**src/rtl/app_instr_tx.sv**
```systemverilog
// Transmit buffer for softMC application instructions: classifies host words,
// tags END_ISEQ entries, and releases a sequence once it is complete or the buffer fills.
module app_instr_tx #(
  parameter int         DEPTH          = 16,
  parameter int         AW             = $clog2(DEPTH),
  parameter logic [3:0] END_ISEQ       = 4'b0100,
  parameter int         CAS_OFFSET     = 28,
  parameter int         WE_OFFSET      = 27,
  parameter int         LONG_WR_OFFSET = 26,
  parameter int         BURST_OFFSET   = 25
) (
  input  logic          clk,
  input  logic          rst,
  input  logic          host_valid,
  output logic          host_ready,
  input  logic [31:0]   host_data,
  output logic          app_en,
  input  logic          app_ack,
  output logic [31:0]   app_instr,
  output logic          iseq_sent,
  output logic [AW:0]   level
);

  typedef enum logic {W_INSTR, W_DATA} wstate_t;

  localparam logic [AW:0] FULL_LEVEL = (AW+1)'(DEPTH);

  logic [32:0]   mem [DEPTH];
  logic [AW-1:0] wr_ptr_reg, rd_ptr_reg;
  logic [AW:0]   level_reg, level_next;
  logic [AW:0]   pend_ends_reg, pend_ends_next;
  wstate_t       wstate_reg;
  logic [3:0]    wr_cnt_reg;
  logic          iseq_sent_reg;

  logic        full, empty, push, pop, is_long_wr, push_end, head_end;
  logic [32:0] head;

  assign full       = (level_reg == FULL_LEVEL);
  assign empty      = (level_reg == '0);
  assign host_ready = ~full & ~rst;
  // Release depends only on registered state, never on app_ack.
  assign app_en     = ~empty & ((pend_ends_reg != '0) | full);
  assign push       = host_valid & host_ready;
  assign pop        = app_en & app_ack;

  assign head       = mem[rd_ptr_reg];
  assign app_instr  = head[31:0];
  assign head_end   = head[32];
  assign iseq_sent  = iseq_sent_reg;
  assign level      = level_reg;

  assign is_long_wr = host_data[31] & ~host_data[CAS_OFFSET] & ~host_data[WE_OFFSET]
                    & host_data[LONG_WR_OFFSET] & host_data[BURST_OFFSET];
  // Payload words are never tagged, even if they look like END_ISEQ.
  assign push_end   = (wstate_reg == W_INSTR) & ~is_long_wr & (host_data[31:28] == END_ISEQ);

  always_comb begin
    level_next = level_reg;
    case ({push, pop})
      2'b10:   level_next = level_reg + 1'b1;
      2'b01:   level_next = level_reg - 1'b1;
      default: level_next = level_reg;
    endcase
  end

  always_comb begin
    pend_ends_next = pend_ends_reg;
    if ((push & push_end) && !(pop & head_end))
      pend_ends_next = pend_ends_reg + 1'b1;
    else if (!(push & push_end) && (pop & head_end))
      pend_ends_next = pend_ends_reg - 1'b1;
  end

  always_ff @(posedge clk) begin
    if (push)
      mem[wr_ptr_reg] <= {push_end, host_data};
  end

  always_ff @(posedge clk) begin
    if (rst) begin
      wr_ptr_reg    <= '0;
      rd_ptr_reg    <= '0;
      level_reg     <= '0;
      pend_ends_reg <= '0;
      wstate_reg    <= W_INSTR;
      wr_cnt_reg    <= '0;
      iseq_sent_reg <= 1'b0;
    end else begin
      if (push) wr_ptr_reg <= wr_ptr_reg + 1'b1;
      if (pop)  rd_ptr_reg <= rd_ptr_reg + 1'b1;
      level_reg     <= level_next;
      pend_ends_reg <= pend_ends_next;
      iseq_sent_reg <= pop & head_end;
      if (push) begin
        case (wstate_reg)
          W_INSTR: begin
            if (is_long_wr) begin
              wstate_reg <= W_DATA;
              wr_cnt_reg <= 4'd15;
            end
          end
          W_DATA: begin
            if (wr_cnt_reg == 4'd0) wstate_reg <= W_INSTR;
            else                    wr_cnt_reg <= wr_cnt_reg - 1'b1;
          end
          default: wstate_reg <= W_INSTR;
        endcase
      end
    end
  end

endmodule

```
**config.mk**
```make
export PLATFORM = sky130hd
export DESIGN_NAME = app_instr_tx
export DESIGN_NICKNAME = d
export VERILOG_FILES = /design/src/rtl/app_instr_tx.sv
export SDC_FILE = /design/constraint.sdc
export NUM_CORES = 1
export LEC_CHECK = 0
export CAP_MARGIN = 20
export CORE_ASPECT_RATIO = 0.8
export CORE_MARGIN = 2
export CORE_UTILIZATION = 40
export CTS_CLUSTER_DIAMETER = 50
export DETAILED_ROUTE_END_ITERATION = 12
export PLACE_DENSITY_LB_ADDON = 0.2
export SETUP_SLACK_MARGIN = 0.15
export SLEW_MARGIN = 0
export SYNTH_ARGS = -nofsm -noshare
export SYNTH_HDL_FRONTEND = slang
export SYNTH_SLANG_ARGS = --single-unit
```
**constraint.sdc**
```tcl
create_clock -name clk -period 10.2 [get_ports clk]
set_clock_uncertainty 0.15 [all_clocks]
set_input_delay 1.53 -clock clk [delete_from_list [all_inputs] [get_ports clk]]
set_output_delay 1.53 -clock clk [all_outputs]
set_load 0.02 [all_outputs]
```
==> flow_results.xml <==
<?xml version="1.0" encoding="UTF-8"?>
<metrics>
  <group name="outcome">
    <metric name="status" unit="">complete, no violations</metric>
  </group>
  <group name="layout">
    <metric name="multiInputGateArea" unit="µm²">4810</metric>
    <metric name="final_common_cell" unit="">edfxtp_1</metric>
    <metric name="finalInstanceArea" unit="µm²">25000</metric>
    <metric name="final.fill_count" unit="">4282</metric>
    <metric name="antenna_cells" unit="">0</metric>
    <metric name="layout.cells.most_common_list" unit="">edfxtp_1, mux4_2, clkdlybuf4s50_1, clkbuf_16, nor2_1</metric>
    <metric name="post_route_cells_drive_above_1_share" unit="">0.263</metric>
    <metric name="num-nets-final" unit="">1099</metric>
    <metric name="largest_register_ffs" unit="">528</metric>
    <metric name="synthToLayoutAreaGrowth" unit="%">16.8</metric>
    <metric name="sequential_cell_area" unit="µm²">16400</metric>
  </group>
  <group name="sta">
    <metric name="rsz0062_at_grt" unit="">false</metric>
    <metric name="tightest_slew" unit="ns">1.08</metric>
    <metric name="fin_ws" unit="ns">4.15</metric>
    <metric name="final_max_slew_viol_count" unit="">0</metric>
    <metric name="slew-limit-headroom" unit="">0.279</metric>
    <metric name="finalSetupViolations" unit="">0</metric>
    <metric name="timing.final.crit_share" unit="">0.593</metric>
    <metric name="min_period" unit="ns">6.05</metric>
    <metric name="setup_total_negative_slack" unit="ns">0</metric>
    <metric name="holdWs" unit="ns">0.360</metric>
    <metric name="report.final.hold_viol_count" unit="">0</metric>
    <metric name="max_clock_freq" unit="MHz">165</metric>
  </group>
  <group name="global_routing">
    <metric name="grt_start_max_net_pins" unit="">119</metric>
    <metric name="first_global_vias" unit="">10179</metric>
    <metric name="wire_length_of_the_first_global_routing_pass" unit="µm">68600</metric>
    <metric name="grt_remaining_overflow" unit="">0</metric>
    <metric name="total_routing_usage_reported_by_global_routing" unit="">0.170</metric>
    <metric name="grt_antenna_before_repair" unit="">0</metric>
  </group>
  <group name="detailed_routing">
    <metric name="remaining_antenna_violation_count" unit="">0</metric>
    <metric name="num_vias" unit="">9756</metric>
    <metric name="drt_iter0_drc" unit="">803</metric>
    <metric name="avgViaCountPerCell" unit="">5.47</metric>
    <metric name="number_of_iterations_in_the_first_detailed_routing_pass" unit="">5</metric>
    <metric name="wirelength" unit="µm">46100</metric>
    <metric name="wl_per_cell" unit="µm">25.9</metric>
    <metric name="route.detailed.drc" unit="">0</metric>
  </group>
  <group name="flow_run">
    <metric name="timing.max_cap.violations" unit="">0</metric>
  </group>
  <group name="clocking">
    <metric name="tritoncts.num_buffers" unit="">55</metric>
    <metric name="holdBufCountCts" unit="">0</metric>
    <metric name="clk_transition_reported_paths" unit="ns">0.06</metric>
    <metric name="post_cts_resize_count" unit="">0</metric>
    <metric name="cts.path.max_buffers" unit="">3</metric>
    <metric name="cts_num_sinks" unit="">556</metric>
    <metric name="clk_root_buffer_cell" unit="">clkbuf_16</metric>
    <metric name="worst_skew_pair.late_latency" unit="ns">0.60</metric>
    <metric name="cts.repair_timing.setup_buffer_count" unit="">0</metric>
    <metric name="cts_tree" unit="">built</metric>
    <metric name="h_tree_depth" unit="">2</metric>
  </group>
  <group name="critical_path">
    <metric name="worstPathArrival" unit="ns">4.37</metric>
    <metric name="reg2reg_setup_slack" unit="ns">5.74</metric>
    <metric name="worst_ep_required_time" unit="ns">8.52</metric>
    <metric name="worst_r2r_endpoint" unit="">pend_ends_reg[4]$_SDFFE_PP0P_</metric>
    <metric name="r2r_cells" unit="">11</metric>
    <metric name="timing.critical_path.fanout_max" unit="">63</metric>
    <metric name="crit_path_end_kind" unit="">output port</metric>
    <metric name="critical_path_class" unit="">reg2out</metric>
    <metric name="critical_path.startpoint_type" unit="">flip-flop</metric>
    <metric name="capture_point_of_the_critical_path" unit="">app_instr[25]</metric>
  </group>
  <group name="worst_hold_path">
    <metric name="worstHoldPathCells" unit="">2</metric>
    <metric name="hold_path_class" unit="">reg2reg</metric>
  </group>
  <group name="floorplan">
    <metric name="floorplan.rows" unit="">75</metric>
    <metric name="floorplan.die.width" unit="µm">263</metric>
    <metric name="initial_utilization" unit="">0.407</metric>
    <metric name="fp.dieArea" unit="µm²">55500</metric>
    <metric name="core_area" unit="µm²">52700</metric>
    <metric name="die_height" unit="µm">211</metric>
    <metric name="design.portCount" unit="">76</metric>
  </group>
  <group name="yosys">
    <metric name="async_flop_share" unit="">0</metric>
    <metric name="synth-simple-area-share" unit="">0.0213</metric>
    <metric name="yosysWarningCount" unit="">0</metric>
    <metric name="share_of_the_synthesized_area_in_compound_gates_ao_oa_aoi_oai" unit="">0.00829</metric>
    <metric name="ys_dominant_reg_cell" unit="">edfxtp_1</metric>
    <metric name="synth_adder_area_share" unit="">0.0100</metric>
    <metric name="synth_seq_cells" unit="">556</metric>
    <metric name="synth.avg_cell_area" unit="µm²">22.9</metric>
    <metric name="post_synth_cell_types" unit="">44</metric>
    <metric name="synth_nets" unit="">988</metric>
    <metric name="netlist_instances" unit="">936</metric>
    <metric name="synth_top_family_by_area" unit="">multiplexers</metric>
    <metric name="yosys.area_share.xor_xnor" unit="">0.00449</metric>
    <metric name="synthMuxAreaShare" unit="">0.175</metric>
    <metric name="synth_enable_flop_cells" unit="">528</metric>
    <metric name="syn-cell-area" unit="µm²">21400</metric>
    <metric name="seq_area_frac_synth" unit="">0.766</metric>
  </group>
  <group name="placement">
    <metric name="placement.io_buffers" unit="">75</metric>
    <metric name="globalplace.congestion" unit="">0.704</metric>
    <metric name="post-place-ws" unit="ns">4.65</metric>
    <metric name="detailedPlacementHpwl" unit="µm">26700</metric>
    <metric name="dpl-instance-area" unit="µm²">23300</metric>
  </group>
  <group name="pwr">
    <metric name="power-per-cell-area" unit="nW/µm²">226</metric>
    <metric name="maximum_resistive_drop_on_vdd" unit="V">0.000216</metric>
    <metric name="total_leakage_power" unit="µW">0.00758</metric>
  </group>
</metrics>
## layout make-up
class / count / share of cell area
clock inverter: 29 / 0.0126
tap: 693 / 0.0346
inverter: 14 / 0.00210
multi-input combinational: 321 / 0.192
clock buffer: 71 / 0.0582
timing repair buffer: 99 / 0.0446
sequential: 556 / 0.656
## routing by layer
metal / track usage / wire length [µm] / vias to the layer above
met5: 0 / 0 / -
met4: 0.0435 / 742 / 0
met3: 0.0345 / 2530 / 53
met2: 0.250 / 20600 / 239
met1: 0.260 / 22200 / 5293
li1: - / - / 4171
## how the worst min path moves through the flow
stage	from	to
3_5_place_dp	wr_cnt_reg[1]$_SDFFE_PP0P_	wr_cnt_reg[1]$_SDFFE_PP0P_
6_report	wr_cnt_reg[1]$_SDFFE_PP0P_	wr_cnt_reg[1]$_SDFFE_PP0P_
3_3_place_gp	wr_cnt_reg[0]$_SDFFE_PP0P_	wr_cnt_reg[0]$_SDFFE_PP0P_
4_1_cts	wr_cnt_reg[1]$_SDFFE_PP0P_	wr_cnt_reg[1]$_SDFFE_PP0P_
2_1_floorplan	pend_ends_reg[2]$_SDFFE_PP0P_	pend_ends_reg[2]$_SDFFE_PP0P_
5_1_grt	wr_cnt_reg[1]$_SDFFE_PP0P_	wr_cnt_reg[1]$_SDFFE_PP0P_
## kinds of logic after synthesis
family / count (synthesis)
flip-flops: 556
multiplexers: 173
AND/OR/NAND/NOR: 92
buffers and inverters: 59
AO/OA/AOI/OAI: 29
adder cells (fa/ha/maj): 16
XOR/XNOR: 11
## Yosys cell counts (all sizes together) (2+ instances only)
cell	n	area share
inv	14	0.0025
a41oi	2	0.00082
a21oi	14	0.0033
dfxtp	28	0.026
nand3b	3	0.0011
o21ai	5	0.0012
and2	2	0.00058
mux4	161	0.17
buf	23	0.0089
xnor2	6	0.0025
mux2	6	0.0032
nor2b	5	0.0015
ha	14	0.0082
or4	2	0.00070
nor3	10	0.0026
xor2	5	0.0020
nand2	8	0.0014
mux2i	6	0.0028
clkbuf	22	0.0039
edfxtp	528	0.74
nor2	44	0.0077
fa	2	0.0019
a21o	4	0.0014
nand2b	3	0.00088
nor3b	4	0.0016
nor4	2	0.00088
nand3	5	0.0012
## power breakdown
part	switching, µW	internal [µW]
clock network	842	1160
registers	54.4	2540
logic	510	545
## worst max-delay path, cell delays in order (launching register included)
cell and delay (ns):
dfxtp_4 0.72, buf_4 0.58, buf_4 0.83, mux4_2 0.47, mux4_2 0.49, clkdlybuf4s50_1 0.56
## metrics by stage
step	util	instances	power, µW
floorplan	-	936	3410
global placement	0.436	1671	3730
detailed placement	0.441	1683	3730
CTS	0.475	1783	5740
global route	0.475	1783	5900
finish	0.475	1783	5660
No activity file was read; power rests on OpenSTA's default activity.
